--- src/rtl/demux1to8_buf_if.sv ---
// Producer/consumer bundle for the 1:N buffered demux.
// The slave modport is the demux's view; master is the driving side (producer plus sinks).
interface demux1to8_buf_if #(
  parameter int WIDTH = 32,
  parameter int SEL_W = 3
);
  localparam int N = 2 ** SEL_W;

  logic               in_valid;
  logic               in_ready;
  logic [WIDTH-1:0]   in_data;
  logic [SEL_W-1:0]   in_sel;
  logic [N-1:0]       out_valid;
  logic [N-1:0]       out_ready;
  logic [N*WIDTH-1:0] out_data;

  modport slave (
    input  in_valid, in_data, in_sel, out_ready,
    output in_ready, out_valid, out_data
  );

  modport master (
    output in_valid, in_data, in_sel, out_ready,
    input  in_ready, out_valid, out_data
  );
endinterface

--- src/rtl/demux1to8_buf.sv ---
// Routes one producer word to one of N channels, each with a one-entry holding slot,
// so a stalled consumer only blocks writes aimed at its own channel.
module demux1to8_buf #(
  parameter int WIDTH = 32,
  parameter int SEL_W = 3,
  parameter int CNT_W = 16
) (
  input  logic               clk,
  input  logic               reset,
  demux1to8_buf_if.slave     bus,
  output logic [CNT_W-1:0]   stall_cnt
);
  // channel k state | meaning
  //   vld[k]=0      | EMPTY, slot free
  //   vld[k]=1      | FULL, slot holds a word for consumer k
  localparam int N = 2 ** SEL_W;

  logic [N-1:0]     vld;
  logic [WIDTH-1:0] slot [N];
  logic             accept;
  logic             stall;

  // A full channel frees its slot in the same cycle its consumer takes the word.
  assign bus.in_ready  = ~vld[bus.in_sel] | bus.out_ready[bus.in_sel];
  assign bus.out_valid = vld;
  assign accept        = bus.in_valid & bus.in_ready;
  assign stall         = bus.in_valid & ~bus.in_ready;

  for (genvar g = 0; g < N; g++) begin : g_out
    assign bus.out_data[g*WIDTH +: WIDTH] = slot[g];
  end

  always_ff @(posedge clk) begin
    if (reset) begin
      vld       <= '0;
      stall_cnt <= '0;
      for (int k = 0; k < N; k++) begin
        slot[k] <= '0;
      end
    end else begin
      for (int k = 0; k < N; k++) begin
        if (accept && (bus.in_sel == SEL_W'(k))) begin
          slot[k] <= bus.in_data;
          vld[k]  <= 1'b1;
        end else if (vld[k] && bus.out_ready[k]) begin
          vld[k]  <= 1'b0;
        end
      end
      if (stall && (stall_cnt != '1)) begin
        stall_cnt <= stall_cnt + CNT_W'(1);
      end
    end
  end
endmodule

--- src/flat_wrapper.sv ---
// flat-port wrapper written by rule: the top's interface ports become plain ports
module demux1to8_buf_flat 
#(
  parameter int WIDTH = 32,
  parameter int SEL_W = 3,
  parameter int CNT_W = 16
)
  (clk, reset, stall_cnt, bus_in_valid, bus_in_data, bus_in_sel, bus_out_ready, bus_in_ready, bus_out_valid, bus_out_data);
  demux1to8_buf_if #(.WIDTH(WIDTH), .SEL_W(SEL_W)) bus_i ();
  input  logic clk;
  input  logic reset;
  output logic [CNT_W-1:0] stall_cnt;
  input wire logic [$bits(bus_i.in_valid)-1:0] bus_in_valid;
  input wire logic [$bits(bus_i.in_data)-1:0] bus_in_data;
  input wire logic [$bits(bus_i.in_sel)-1:0] bus_in_sel;
  input wire logic [$bits(bus_i.out_ready)-1:0] bus_out_ready;
  output wire logic [$bits(bus_i.in_ready)-1:0] bus_in_ready;
  output wire logic [$bits(bus_i.out_valid)-1:0] bus_out_valid;
  output wire logic [$bits(bus_i.out_data)-1:0] bus_out_data;
  assign bus_i.in_valid = bus_in_valid;
  assign bus_i.in_data = bus_in_data;
  assign bus_i.in_sel = bus_in_sel;
  assign bus_i.out_ready = bus_out_ready;
  assign bus_in_ready = bus_i.in_ready;
  assign bus_out_valid = bus_i.out_valid;
  assign bus_out_data = bus_i.out_data;
  demux1to8_buf #(.WIDTH(WIDTH), .SEL_W(SEL_W), .CNT_W(CNT_W)) u_core (.clk(clk), .reset(reset), .bus(bus_i), .stall_cnt(stall_cnt));
endmodule
--- config.mk ---
export PLATFORM = sky130hd
export DESIGN_NAME = demux1to8_buf_flat
export DESIGN_NICKNAME = d
export VERILOG_FILES = /design/src/rtl/demux1to8_buf_if.sv /design/src/rtl/demux1to8_buf.sv /design/src/flat_wrapper.sv
export SDC_FILE = /design/constraint.sdc
export NUM_CORES = 1
export LEC_CHECK = 0
export BUFFER_PORTS_ARGS = -buffer_cell sky130_fd_sc_hd__buf_2
export CAP_MARGIN = 40
export CORE_MARGIN = 5
export CORE_UTILIZATION = 25
export DETAILED_ROUTE_END_ITERATION = 7
export PLACE_DENSITY = 0.54
export SYNTH_ARGS = -nofsm -noshare
export SYNTH_HDL_FRONTEND = slang
export SYNTH_SLANG_ARGS = --single-unit
export TNS_END_PERCENT = 20
--- constraint.sdc ---
create_clock -name clk -period 2.31 [get_ports clk]
set_input_delay 0.462 -clock clk [delete_from_list [all_inputs] [get_ports clk]]
set_output_delay 0.462 -clock clk [all_outputs]
set_load 0.05 [all_outputs]
## After elaboration in Yosys (flattened, before gate mapping)

Memory sizes are Yosys's and may differ from the RTL's.
Index checks and enable logic that the tools add are counted.

- Muxes and demuxes: 54
- Reduce and logical (&&, ||, !) cells: 26
- Eq/ne operators: 8
- Bitwise gates (word level): 13
- Add/sub/neg operators: 1
- Order comparisons: 1

Operators by type and width:

| cell | number |
|---|---|
| 2-to-1 mux 32 bit | 8 |
| 2-to-1 mux 1 bit | 44 |
| logical AND 1 bit | 17 |
| adder 16 x 1 -> 16 bit, second input constant | 1 |
| != test 16 bit, second input constant | 1 |
| nonzero test 2 bit | 8 |
| equality test 3 bit, second input constant | 4 |
| OR 1 bit | 9 |
| binary-select mux 1 bit (select 3 bit) | 2 |
| equality test 3 x 2 -> 1 bit, second input constant | 2 |
| < comparator 3 x 4 -> 1 bit, second input constant | 1 |
| equality test 3 x 1 -> 1 bit, second input constant | 1 |
| logical NOT 3 bit | 1 |
| AND 1 bit | 2 |
| NOT 1 bit | 2 |

- Memories kept: 1
- Output and inout bits: 281
- Flip-flop bits (word level): 24
- Memory bits (writable): 256
- Input port bits: 46
- Logic and storage cells: 113

Memories:

| memory | words | width | rd ports | clocked after memory_dff | write ports | RTL line | text |
|---|---|---|---|---|---|---|---|
| u_core.slot | 8 | 32 | 8 | 0 | 8 | demux1to8_buf.sv:19 | `logic [WIDTH-1:0] slot [N];` |

## Logic depth before layout (Yosys ltp)

Gate-level depths: netlist (run 1).

- Depth in word-level cells: 10
- Gate-level depth with buffers: 8
- Gate-level depth less buffers: 6

## Worst setup path before layout (run 1)

No wires, ideal clock.

- Path kind: reg2reg
- Start: register u_core.vld[6] (netlist: u_core.bus.out_valid[6])
- End: memory u_core.slot[4][0] (netlist: u_core.slot[1][0]) (enable)
- Slack: -976 ps
- Clock period less this slack: 3,286 ps
- Buffers on the path: 0
- Required time: 1,916 ps
- Arrival time: 2,892 ps
- Library setup time: 394 ps
- Stages on the path, launching flop included: 6
- Path through: dfxtp_1 nand4bb_1 o311ai_1 o22ai_1 nand3_1 nand2b_1

RTL lines:

| item | RTL line | text |
|---|---|---|
| from (decl) | demux1to8_buf.sv:18 | `logic [N-1:0] vld;` |
| from (signal assigned) | demux1to8_buf.sv:35 | `vld <= '0;` |
| from (signal, indexed assignment) | demux1to8_buf.sv:44 | `vld[k] <= 1'b1;` |
| from (signal, indexed assignment) | demux1to8_buf.sv:46 | `vld[k] <= 1'b0;` |
| to (decl) | demux1to8_buf.sv:19 |  |

## Worst setup path after layout (run 1)

- Start: register u_core.vld[5] (netlist: u_core.bus.out_valid[5])
- End: output bus_in_ready

- Longest elaborated chain between the ends: 4

Ends and longest elaborated chain:

| item | RTL line | text |
|---|---|---|
| binary-select mux 1 bit (select 3 bit) | demux1to8_buf.sv:24 | `assign bus.in_ready = ~vld[bus.in_sel] \| bus.out_ready[bus.in_sel];` |
| 2-to-1 mux 1 bit (not written as such) | demux1to8_buf.sv:24 |  |
| NOT 1 bit | demux1to8_buf.sv:24 |  |
| OR 1 bit | demux1to8_buf.sv:24 |  |
| to (decl) | flat_wrapper.sv:17 | `output wire logic [$bits(bus_i.in_ready)-1:0] bus_in_ready;` |

Every way passes these cells. The select of a mux whose other input is x is not followed.

==> qor.txt, run 1 <==
status - complete, no violations
FFs w/ async S/R, synth - 0%
CP cell instances - or3b_4, a21boi_2, buf_4, o22ai_4, buf_8
Crit Path Category - register to output port
CTS tree - done
FF+latch count, synth - 280
DR pass1 iterations - 4
I/O Buffers - 326
Longest Clk Path Bufs - 3
multi-input logic area - 0.00179 mm^2
Setup crit start - u_core.bus.out_valid[5]$_SDFFE_PP0P_
total gr overflow - 0
worst skew pair latency - 540 ps
# nets final - 1,111
Register-to-Register Path Depth - 8
CP bufs+invs - 2
DRC viols - 0
delay-heaviest family, CP - simple AND/OR/NAND/NOR gates
clock root buffer - clkbuf_16
Fmax - 443 MHz
Avg Inst Size Synth - 14.5 um^2
Max-Cap Viols - 0
initial antenna violation count - 3
cell taking the most area after synthesis - edfxtp_1
Seq/Total Area, Yosys - 80.7%
sink of the worst hold path - u_core.bus.out_valid[7]$_SDFFE_PP0P_
filler instances - 3,852
peak supply drop - 378 uV
Layout Area Growth over Synthesis - 36.4%
Max Slew Vio Count - 0
Final Hold Fails - 0
# rows - 73
RSZ-0062 raised after global routing - yes
GRT Overall Usage - 13.7%
pwr dens - 924 mW/mm^2
# setup viols final - 0
total wire length - 32,100 um
Top Ports - 327
CTS Buf Count - 29
CP startpoint kind - register
R2R Setup Slk - 180 ps
most frequent cells in the layout - buf_2 (325), edfxtp_1 (256), nor2_1 (199), nand2b_1 (40), inv_1 (36)
Crit path required time - 1850 ps
routed vias/inst - 4.26
setup TNS - 0 ps
crit path max fanout - 3
Die W - 211 um
cell area after synthesis - 0.0101 mm^2
largest cells by area after synthesis - edfxtp_1 (76%), nor2_1 (7.4%), dfxtp_1 (4.7%), nand2b_1 (3.0%), inv_1 (1.3%)
period utilization - 97.7%
routed via count - 6,851
DPL Wire Length - 22,800 um
number of global-route vias before repair - 6,956
wire per inst - 20.0 um
CP max stage delay - 380 ps
GRT met1 Usage - 17.5%
Final GP Congestion - 0.811
Synth cell types - 35
Hold Buf Count CTS - 0
worst hold path type - primary input to register
first-pass GRT wire length - 46,200 um
gr busiest metal - met2
element type at the critical path end - output port
die area - 0.0446 mm^2
Post-synth EDFFs - 256
largest net degree at the start of global routing - 49
Syn Inst Count - 698
Worst Max-Slew Pin Slew - 564 ps
commonest non-fill, non-tap cell in the layout - buf_2
Setup Skew - 8.88 ps
Core Footprint - 0.0399 mm^2
Layout Cells excl Fill - 1,609
GRT met2 Usage - 23.0%
Die Y - 211 um
CP max stage cell - or3b_4
Reg area - 0.00817 mm^2
layout cells sized above 1 - 39.8%
WHS Path Cells - 3
number of cells on the critical path - 5
Clock H-tree levels - 1
met3 Use GR - 3.98%
starting DRC count in detailed routing - 398
YS warnings - 0
CTS clk-pin slew, worst paths - 60 ps
static leakage - 5.51 nW
max_slew headroom - 62.0%
min cycle time layout - 2260 ps
CTS sink cnt - 280
Worst Path Arrival - 1800 ps
Syn Nets - 745
prevailing post-synth register cell - edfxtp_1
Final ANT Viol Nets - 0
beginning of the worst register-to-register path - u_core.bus.out_valid[5]$_SDFFE_PP0P_
DP Cell Count - 1,555
post-synth top area share - 75.9%
initial core utilization - 25.4%
r2r endpoint - u_core.stall_cnt[15]$_SDFFE_PP0P_
min-delay src - bus_out_ready[7]
[flip-flops by register name (all words and copies together) (netlist names)]
signal                cells
u_core.slot             256
u_core.bus.out_valid      8
u_core.stall_cnt         16
[synth_stat cells, types with 2 or more instances]
cell	instances
o21ai_0	6
or3_1	6
or4_1	9
clkbuf_1	30
nand2b_1	48
and3_1	2
edfxtp_1	256
dfxtp_1	24
nand3_1	13
o31ai_1	9
nand4_1	6
nand4bb_1	2
o22ai_1	2
buf_2	2
nor2_1	199
nand2_1	7
a21oi_1	23
inv_1	36
o311ai_1	2
[tightest hold or removal path: stages]
cell	delay, ps
buf_2	90
nand2b_1	90
a21oi_1	50
[power breakdown]
group	switching, W	total [W]	leakage [nW]	internal [W]
registers	0.0000983	0.00597	2.67	0.00587
logic	0.00168	0.00204	2.37	0.000364
clock network	0.00191	0.00474	0.465	0.00283
[layout make-up]
type                       instances  share of cell area, %
sequential                       280                   59.2
clock buffer                      32                   5.34
timing repair buffer             367                   15.3
inverter                          36                  0.978
clock inverter                    18                   1.52
antenna                            1                 0.0181
tap                              525                   4.76
multi-input combinational        350                   12.9
[cell families after synthesis]
group	Yosys count	synth area share (%)
adder cells (fa/ha/maj)	1	0.124
AND/OR/NAND/NOR	300	13.6
buffers and inverters	68	2.55
AO/OA/AOI/OAI	49	3.10
flip-flops	280	80.7
[how the worst max path moves through the flow]
| stage | end | slack, ps |
|---|---|---|
| 2_1_floorplan | u_core.slot[1][10]$_SDFFCE_PN0P_ | -40 |
| 5_1_grt | bus_in_ready | -40 |
| 4_1_cts | bus_in_ready | 30 |
| 6_report | bus_in_ready | 50 |
| 3_3_place_gp | u_core.stall_cnt[15]$_SDFFE_PP0P_ | -50 |
| 3_5_place_dp | u_core.stall_cnt[15]$_SDFFE_PP0P_ | -70 |
[routing by layer]
layer,vias to the layer above,wire [um]
met5,-,27
met4,4,744
met3,46,2800
met2,259,15600
met1,3352,13000
li1,3190,-
[stage by stage]
step / setup slack (ps) / power, W / cell area (um^2) / hold WS [ps] / utilization [%]
floorplan: -42.6 / 0.00750 / 10200 / 614 / -
global placement: -47.7 / 0.00814 / 12800 / 499 / 32.1
detailed placement: -71.8 / 0.00815 / 12800 / 485 / 32.1
CTS: 31.4 / 0.0129 / 13800 / 175 / 34.5
global route: -35.2 / 0.0132 / 13800 / 208 / 34.6
finish: 52.3 / 0.0128 / 13800 / 210 / 34.6
[repair_timing]
action                     in CTS  in global routing
pin swaps                       1                  2
buffers inserted                1                  2
setup endpoints to repair       1                  1
gates resized for setup         6                  2
hold endpoints to repair        0                  0
(Power assumes the default switching activity.)
==> run 2, diff against run 1 <==
--- a/config.mk
+++ b/config.mk
@@ -7,10 +7,12 @@
 export LEC_CHECK = 0
 export BUFFER_PORTS_ARGS = -buffer_cell sky130_fd_sc_hd__buf_2
 export CAP_MARGIN = 40
+export CELL_PAD_IN_SITES_DETAIL_PLACEMENT = 0
+export CELL_PAD_IN_SITES_GLOBAL_PLACEMENT = 1
 export CORE_MARGIN = 5
-export CORE_UTILIZATION = 25
+export CORE_UTILIZATION = 36
 export DETAILED_ROUTE_END_ITERATION = 7
-export PLACE_DENSITY = 0.54
+export PLACE_DENSITY = 0.82
 export SYNTH_ARGS = -nofsm -noshare
 export SYNTH_HDL_FRONTEND = slang
 export SYNTH_SLANG_ARGS = --single-unit
==> qor.txt, run 2 (same netlist as run 1, synthesis figures left out) <==
status - finished, violations left
violated checks - negative setup slack
number of global-route vias before repair - 7,166 (+3.0%)
GRT met1 Usage - 23.7% (+6.2 points)
initial core utilization - 36.4% (+11 points)
static leakage - 5.48 nW (-0.54%)
CP max stage delay - 380 ps (about the same)
CTS Buf Count - 29 (unchanged)
Worst Max-Slew Pin Slew - 505 ps (-58.2 ps)
routed vias/inst - 4.76 (+12%)
RSZ-0062 raised after global routing - yes
final instance area - 0.0136 mm^2 (-1.7%)
# rows - 61 (-16%)
met3 Use GR - 3.83% (-0.15 points)
die area - 0.0316 mm^2 (-29%)
total gr overflow - 0 (unchanged)
Longest Clk Path Bufs - 3 (unchanged)
GRT Overall Usage - 18.5% (+4.8 points)
Final ANT Viol Nets - 0 (unchanged)
Final GP Congestion - 0.820 (+1.1%)
CTS clk-pin slew, worst paths - 60 ps (about the same)
Hold Buf Count CTS - 0 (unchanged)
crit path max fanout - 3 (unchanged)
CTS tree - done
Max-Cap Viols - 0 (unchanged)
min cycle time layout - 2310 ps (+55.2 ps)
gr busiest metal - met2
Crit Path Category - register to output port
Die Y - 178 um (-16%)
Clock H-tree levels - 1 (unchanged)
clock root buffer - clkbuf_16
routed via count - 6,955 (+1.5%)
DR pass1 iterations - 5 (+1)
element type at the critical path end - output port
Max Slew Vio Count - 0 (unchanged)
Layout Area Growth over Synthesis - 34.1%
Core Footprint - 0.0278 mm^2 (-30%)
Top Ports - 327 (unchanged)
CTS sink cnt - 280 (unchanged)
DP Cell Count - 1,404 (-9.7%)
CP cell instances - or3b_4, a21boi_2, buf_4, o22ai_4, buf_8
layout cells sized above 1 - 39.7% (-0.13 points)
peak supply drop - 626 uV (+66%)
max_slew headroom - 66.0% (+3.9 points)
DPL Wire Length - 20,800 um (-8.8%)
final worst slack - -2.92 ps (-55.2 ps)
max FFs per register - 256 (unchanged)
Final Util - 48.9% (+14 points)
Antenna diodes - 0 (-1)
R2R Setup Slk - 130 ps (-50 ps)
CP startpoint kind - register
CP bufs+invs - 2 (unchanged)
pwr dens - 940 mW/mm^2 (+1.7%)
Worst Path Arrival - 1850 ps (+50 ps)
Setup WS pre-CTS - 57.9 ps (+130 ps)
largest net degree at the start of global routing - 48 (-2.0%)
Crit path required time - 1850 ps (about the same)
first-pass GRT wire length - 44,200 um (-4.3%)
starting DRC count in detailed routing - 607 (+53%)
setup TNS - -2.92 ps (-2.92 ps)
GRT met2 Usage - 32.0% (+9.0 points)
Layout Cells excl Fill - 1,462 (-9.1%)
Final Hold Fails - 0 (unchanged)
worst hold path type - primary input to register
# setup viols final - 1 (+1)
period utilization - 100% (+2.4 points)
Setup Skew - 10.6 ps (+1.74 ps)
CP max stage cell - or3b_4
delay-heaviest family, CP - simple AND/OR/NAND/NOR gates
worst skew pair latency - 560 ps (+20 ps)
Die W - 178 um (-16%)
# nets final - 1,108 (-0.27%)
I/O Buffers - 326 (unchanged)
DRC viols - 0 (unchanged)
wire per inst - 20.8 um (+4.0%)
Fmax - 432 MHz (-2.4%)
initial antenna violation count - 0 (-3)
most frequent cells in the layout - buf_2 (325), edfxtp_1 (256), nor2_1 (199), nand2b_1 (41), inv_1 (36)
commonest non-fill, non-tap cell in the layout - buf_2
dpl cell area - 0.0126 mm^2 (-2.0%)
most flop-heavy register - u_core.slot
total wire length - 30,400 um (-5.5%)
run 2: changes by cell type in the layout (fill, tap and decap cells not counted), sizes merged:
cell	change
inv	+2
clkinvlp	+2
diode	-1
buf	-3
clkbuf	+4
clkinv	-3
bufinv	-1
run 2: final timing paths:
path                                             start                              endpoint  cells past startpoint
setup / recovery  u_core.bus.out_valid[5]$_SDFFE_PP0P_                          bus_in_ready                      5
hold reg to reg   u_core.bus.out_valid[7]$_SDFFE_PP0P_  u_core.bus.out_valid[7]$_SDFFE_PP0P_                      2
hold / removal                        bus_out_ready[7]  u_core.bus.out_valid[7]$_SDFFE_PP0P_                      3
setup reg to reg  u_core.bus.out_valid[5]$_SDFFE_PP0P_     u_core.stall_cnt[15]$_SDFFE_PP0P_                      8
run 2: per-stage QoR:
step,total power (W),hold slack [ps]
detailed placement,0.00812,490
finish,0.0128,180
floorplan,0.00750,614
CTS,0.0129,142
global placement,0.00809,491
global route,0.0132,194
run 2: tightest hold or removal path: stages:
cell	delay (ps)
buf_2	90
nand2b_1	90
a21oi_1	50
run 2: report_power, final:
| group | switching [W] | total (W) | internal, W |
|---|---|---|---|
| registers | 0.0000983 | 0.00597 | 0.00587 |
| clock network | 0.00198 | 0.00477 | 0.00279 |
| logic | 0.00167 | 0.00202 | 0.000352 |
| total | 0.00375 | 0.0128 | 0.00902 |
run 2: repair_timing:
item | in CTS | in global routing
gates resized for setup | 3 | 2
setup buffers | 1 | 3
pin swaps | 1 | 2
setup endpoints to repair | 1 | 1
gates cloned | 0 | 0
run 2: layout make-up:
| class | instances | area [um^2] |
|---|---|---|
| clock inverter | 18 | 233 |
| tap | 378 | 473 |
| timing repair buffer | 364 | 2050 |
| inverter | 36 | 135 |
| multi-input combinational | 350 | 1770 |
| fill | 2515 | 14200 |
| sequential | 280 | 8170 |
| clock buffer | 36 | 752 |
run 2: metal layers:
metal,vias up,wire length (um)
li1,3189,-
met1,3376,12000
met2,334,15100
met3,56,2370
met4,0,830
met5,-,0
==> run 3, diff against run 2 <==
--- a/config.mk
+++ b/config.mk
@@ -13,6 +13,7 @@
 export CORE_UTILIZATION = 36
 export DETAILED_ROUTE_END_ITERATION = 7
 export PLACE_DENSITY = 0.82
+export RECOVER_POWER = 100
 export SYNTH_ARGS = -nofsm -noshare
 export SYNTH_HDL_FRONTEND = slang
 export SYNTH_SLANG_ARGS = --single-unit
==> qor.txt, run 3 (same netlist as run 1, synthesis figures left out) <==
status - finished, violations left
violated checks - negative setup slack
r2r endpoint - u_core.stall_cnt[15]$_SDFFE_PP0P_
CP max stage delay - 380 ps (about the same)
Longest Clk Path Bufs - 3 (unchanged)
initial core utilization - 36.4% (unchanged)
commonest non-fill, non-tap cell in the layout - buf_2
max FFs per register - 256 (unchanged)
Die W - 178 um (unchanged)
Max-Cap Viols - 0 (unchanged)
hold slack - 181 ps (+1.40 ps)
Pwr Total - 0.0128 W (about the same)
delay-heaviest family, CP - simple AND/OR/NAND/NOR gates
# setup viols final - 1 (unchanged)
Pint - 0.00900 W (-0.19%)
Crit Path Category - register to output port
Fmax - 433 MHz (about the same)
Core Footprint - 0.0278 mm^2 (unchanged)
Final Hold Fails - 0 (unchanged)
RSZ-0062 raised after global routing - yes
clock root buffer - clkbuf_16
worst hold path type - primary input to register
Setup Skew - 9.24 ps (-1.38 ps)
layout cells sized above 1 - 39.4% (-0.28 points)
R2R Setup Slk - 120 ps (about the same)
number of cells on the critical path - 5 (unchanged)
CTS sink cnt - 280 (unchanged)
register share of total power - 46.8% (about the same)
starting DRC count in detailed routing - 640 (+5.4%)
Worst Max-Slew Pin Slew - 1100 ps (+590 ps)
Final ANT Viol Nets - 0 (unchanged)
pwr dens - 946 mW/mm^2 (+0.67%)
GRT Overall Usage - 18.5% (unchanged)
DPL Wire Length - 20,800 um (unchanged)
Crit path required time - 1850 ps (about the same)
# rows - 61 (unchanged)
Register-to-Register Path Depth - 8 (unchanged)
I/O Buffers - 326 (unchanged)
initial antenna violation count - 0 (unchanged)
CP max stage cell - or3b_4
CTS Buf Count - 29 (unchanged)
routed vias/inst - 4.78 (+0.39%)
static leakage - 5.44 nW (-0.76%)
die area - 0.0316 mm^2 (unchanged)
DRC viols - 0 (unchanged)
DR pass1 iterations - 5 (unchanged)
Clock H-tree levels - 1 (unchanged)
most flop-heavy register - u_core.slot
element type at the critical path end - output port
CP startpoint kind - register
worst skew pair latency - 560 ps (about the same)
Setup crit start - u_core.bus.out_valid[5]$_SDFFE_PP0P_
Final GP Congestion - 0.820 (unchanged)
Comb pwr share - 15.7% (about the same)
total wire length - 30,300 um (about the same)
P_sw - 0.00375 W (+0.15%)
Final Util - 48.5% (-0.37 points)
CP cell instances - or3b_4, a21boi_2, buf_4, o22ai_4, buf_8
Die Y - 178 um (unchanged)
Antenna diodes - 0 (unchanged)
CTS tree - done
most frequent cells in the layout - buf_2 (325), edfxtp_1 (256), nor2_1 (199), nand2b_1 (41), inv_1 (36)
total gr overflow - 0 (unchanged)
Layout Area Growth over Synthesis - 33.1%
clock share of power - 37.5% (about the same)
min-delay src - bus_out_ready[7]
end point of the critical path - bus_in_ready
number of global-route vias before repair - 7,166 (unchanged)
CP bufs+invs - 2 (unchanged)
max_slew headroom - 27.0% (-39 points)
Top Ports - 327 (unchanged)
peak supply drop - 625 uV (-0.10%)
crit path max fanout - 3 (unchanged)
wire per inst - 20.7 um (about the same)
# nets final - 1,108 (unchanged)
Hold Buf Count CTS - 0 (unchanged)
routed via count - 6,982 (+0.39%)
Sw Ratio - 29.4% (+0.071 points)
Setup WS pre-CTS - 57.9 ps (unchanged)
CTS clk-pin slew, worst paths - 60 ps (about the same)
Worst Path Arrival - 1850 ps (about the same)
final worst slack - -1.33 ps (+1.58 ps)
beginning of the worst register-to-register path - u_core.bus.out_valid[5]$_SDFFE_PP0P_
Max Slew Vio Count - 0 (unchanged)
min cycle time layout - 2310 ps (-1.58 ps)
period utilization - 100% (about the same)
first-pass GRT wire length - 44,200 um (unchanged)
largest net degree at the start of global routing - 48 (unchanged)
-- run 3: power by group through the flow --
stage | sequential, W | combinational, W | clock, W
final | 0.00598 | 0.00200 | 0.00478
after global routing | 0.00600 | 0.00207 | 0.00509
after CTS | 0.00598 | 0.00204 | 0.00488
after detailed placement | 0.00608 | 0.00204 | 0
after global placement | 0.00607 | 0.00202 | 0
after floorplan | 0.00728 | 0.000224 | 0
-- run 3: timing repair --
action,4_1_cts,5_1_grt
pin swaps,1,2
setup buffers,1,3
setup endpoints to repair,1,1
resized for setup,3,2
-- run 3: how the worst min path moves through the flow --
stage	to	slack, ps	cells after the start
after global placement	u_core.bus.out_valid[7]$_SDFFE_PP0P_	490	2
after detailed placement	u_core.bus.out_valid[7]$_SDFFE_PP0P_	490	2
after global routing	u_core.bus.out_valid[7]$_SDFFE_PP0P_	190	3
after floorplan	u_core.bus.out_valid[6]$_SDFFE_PP0P_	610	2
after CTS	u_core.bus.out_valid[7]$_SDFFE_PP0P_	140	3
final	u_core.bus.out_valid[7]$_SDFFE_PP0P_	180	3
-- run 3: per-layer routing --
metal	global-route usage, %	part of all wire, %	wire length (um)	vias up
met1	23.7	40	12100	3402
met5	0	0	0	-
li1	-	-	-	3194
met2	32.0	49	15000	327
met3	3.83	7.9	2390	59
met4	5.54	2.8	856	0
-- run 3: area by class of cell --
class                      instances  area, um^2
fill                            2529       14300
inverter                          36         135
sequential                       280        8170
tap                              378         473
timing repair buffer             364        1950
multi-input combinational        350        1760
clock inverter                    18         233
clock buffer                      36         752
-- run 3: worst reg2reg max path, stage by stage (launching register included) --
cell	delay, ps
dfxtp_2	350
or3b_4	380
a21boi_2	180
buf_4	130
buf_4	90
o221ai_2	110
buf_12	190
or4_1	500
a21oi_1	160
-- run 3: through the flow --
stage | instance area (um^2) | setup TNS (ps) | std cells
2_1_floorplan | 10200 | -1300 | 698
3_3_place_gp | 12600 | 0 | 1404
3_5_place_dp | 12600 | 0 | 1404
4_1_cts | 13600 | 0 | 1459
5_1_grt | 13500 | -55.9 | 1462
6_report | 13500 | -1.33 | 1462
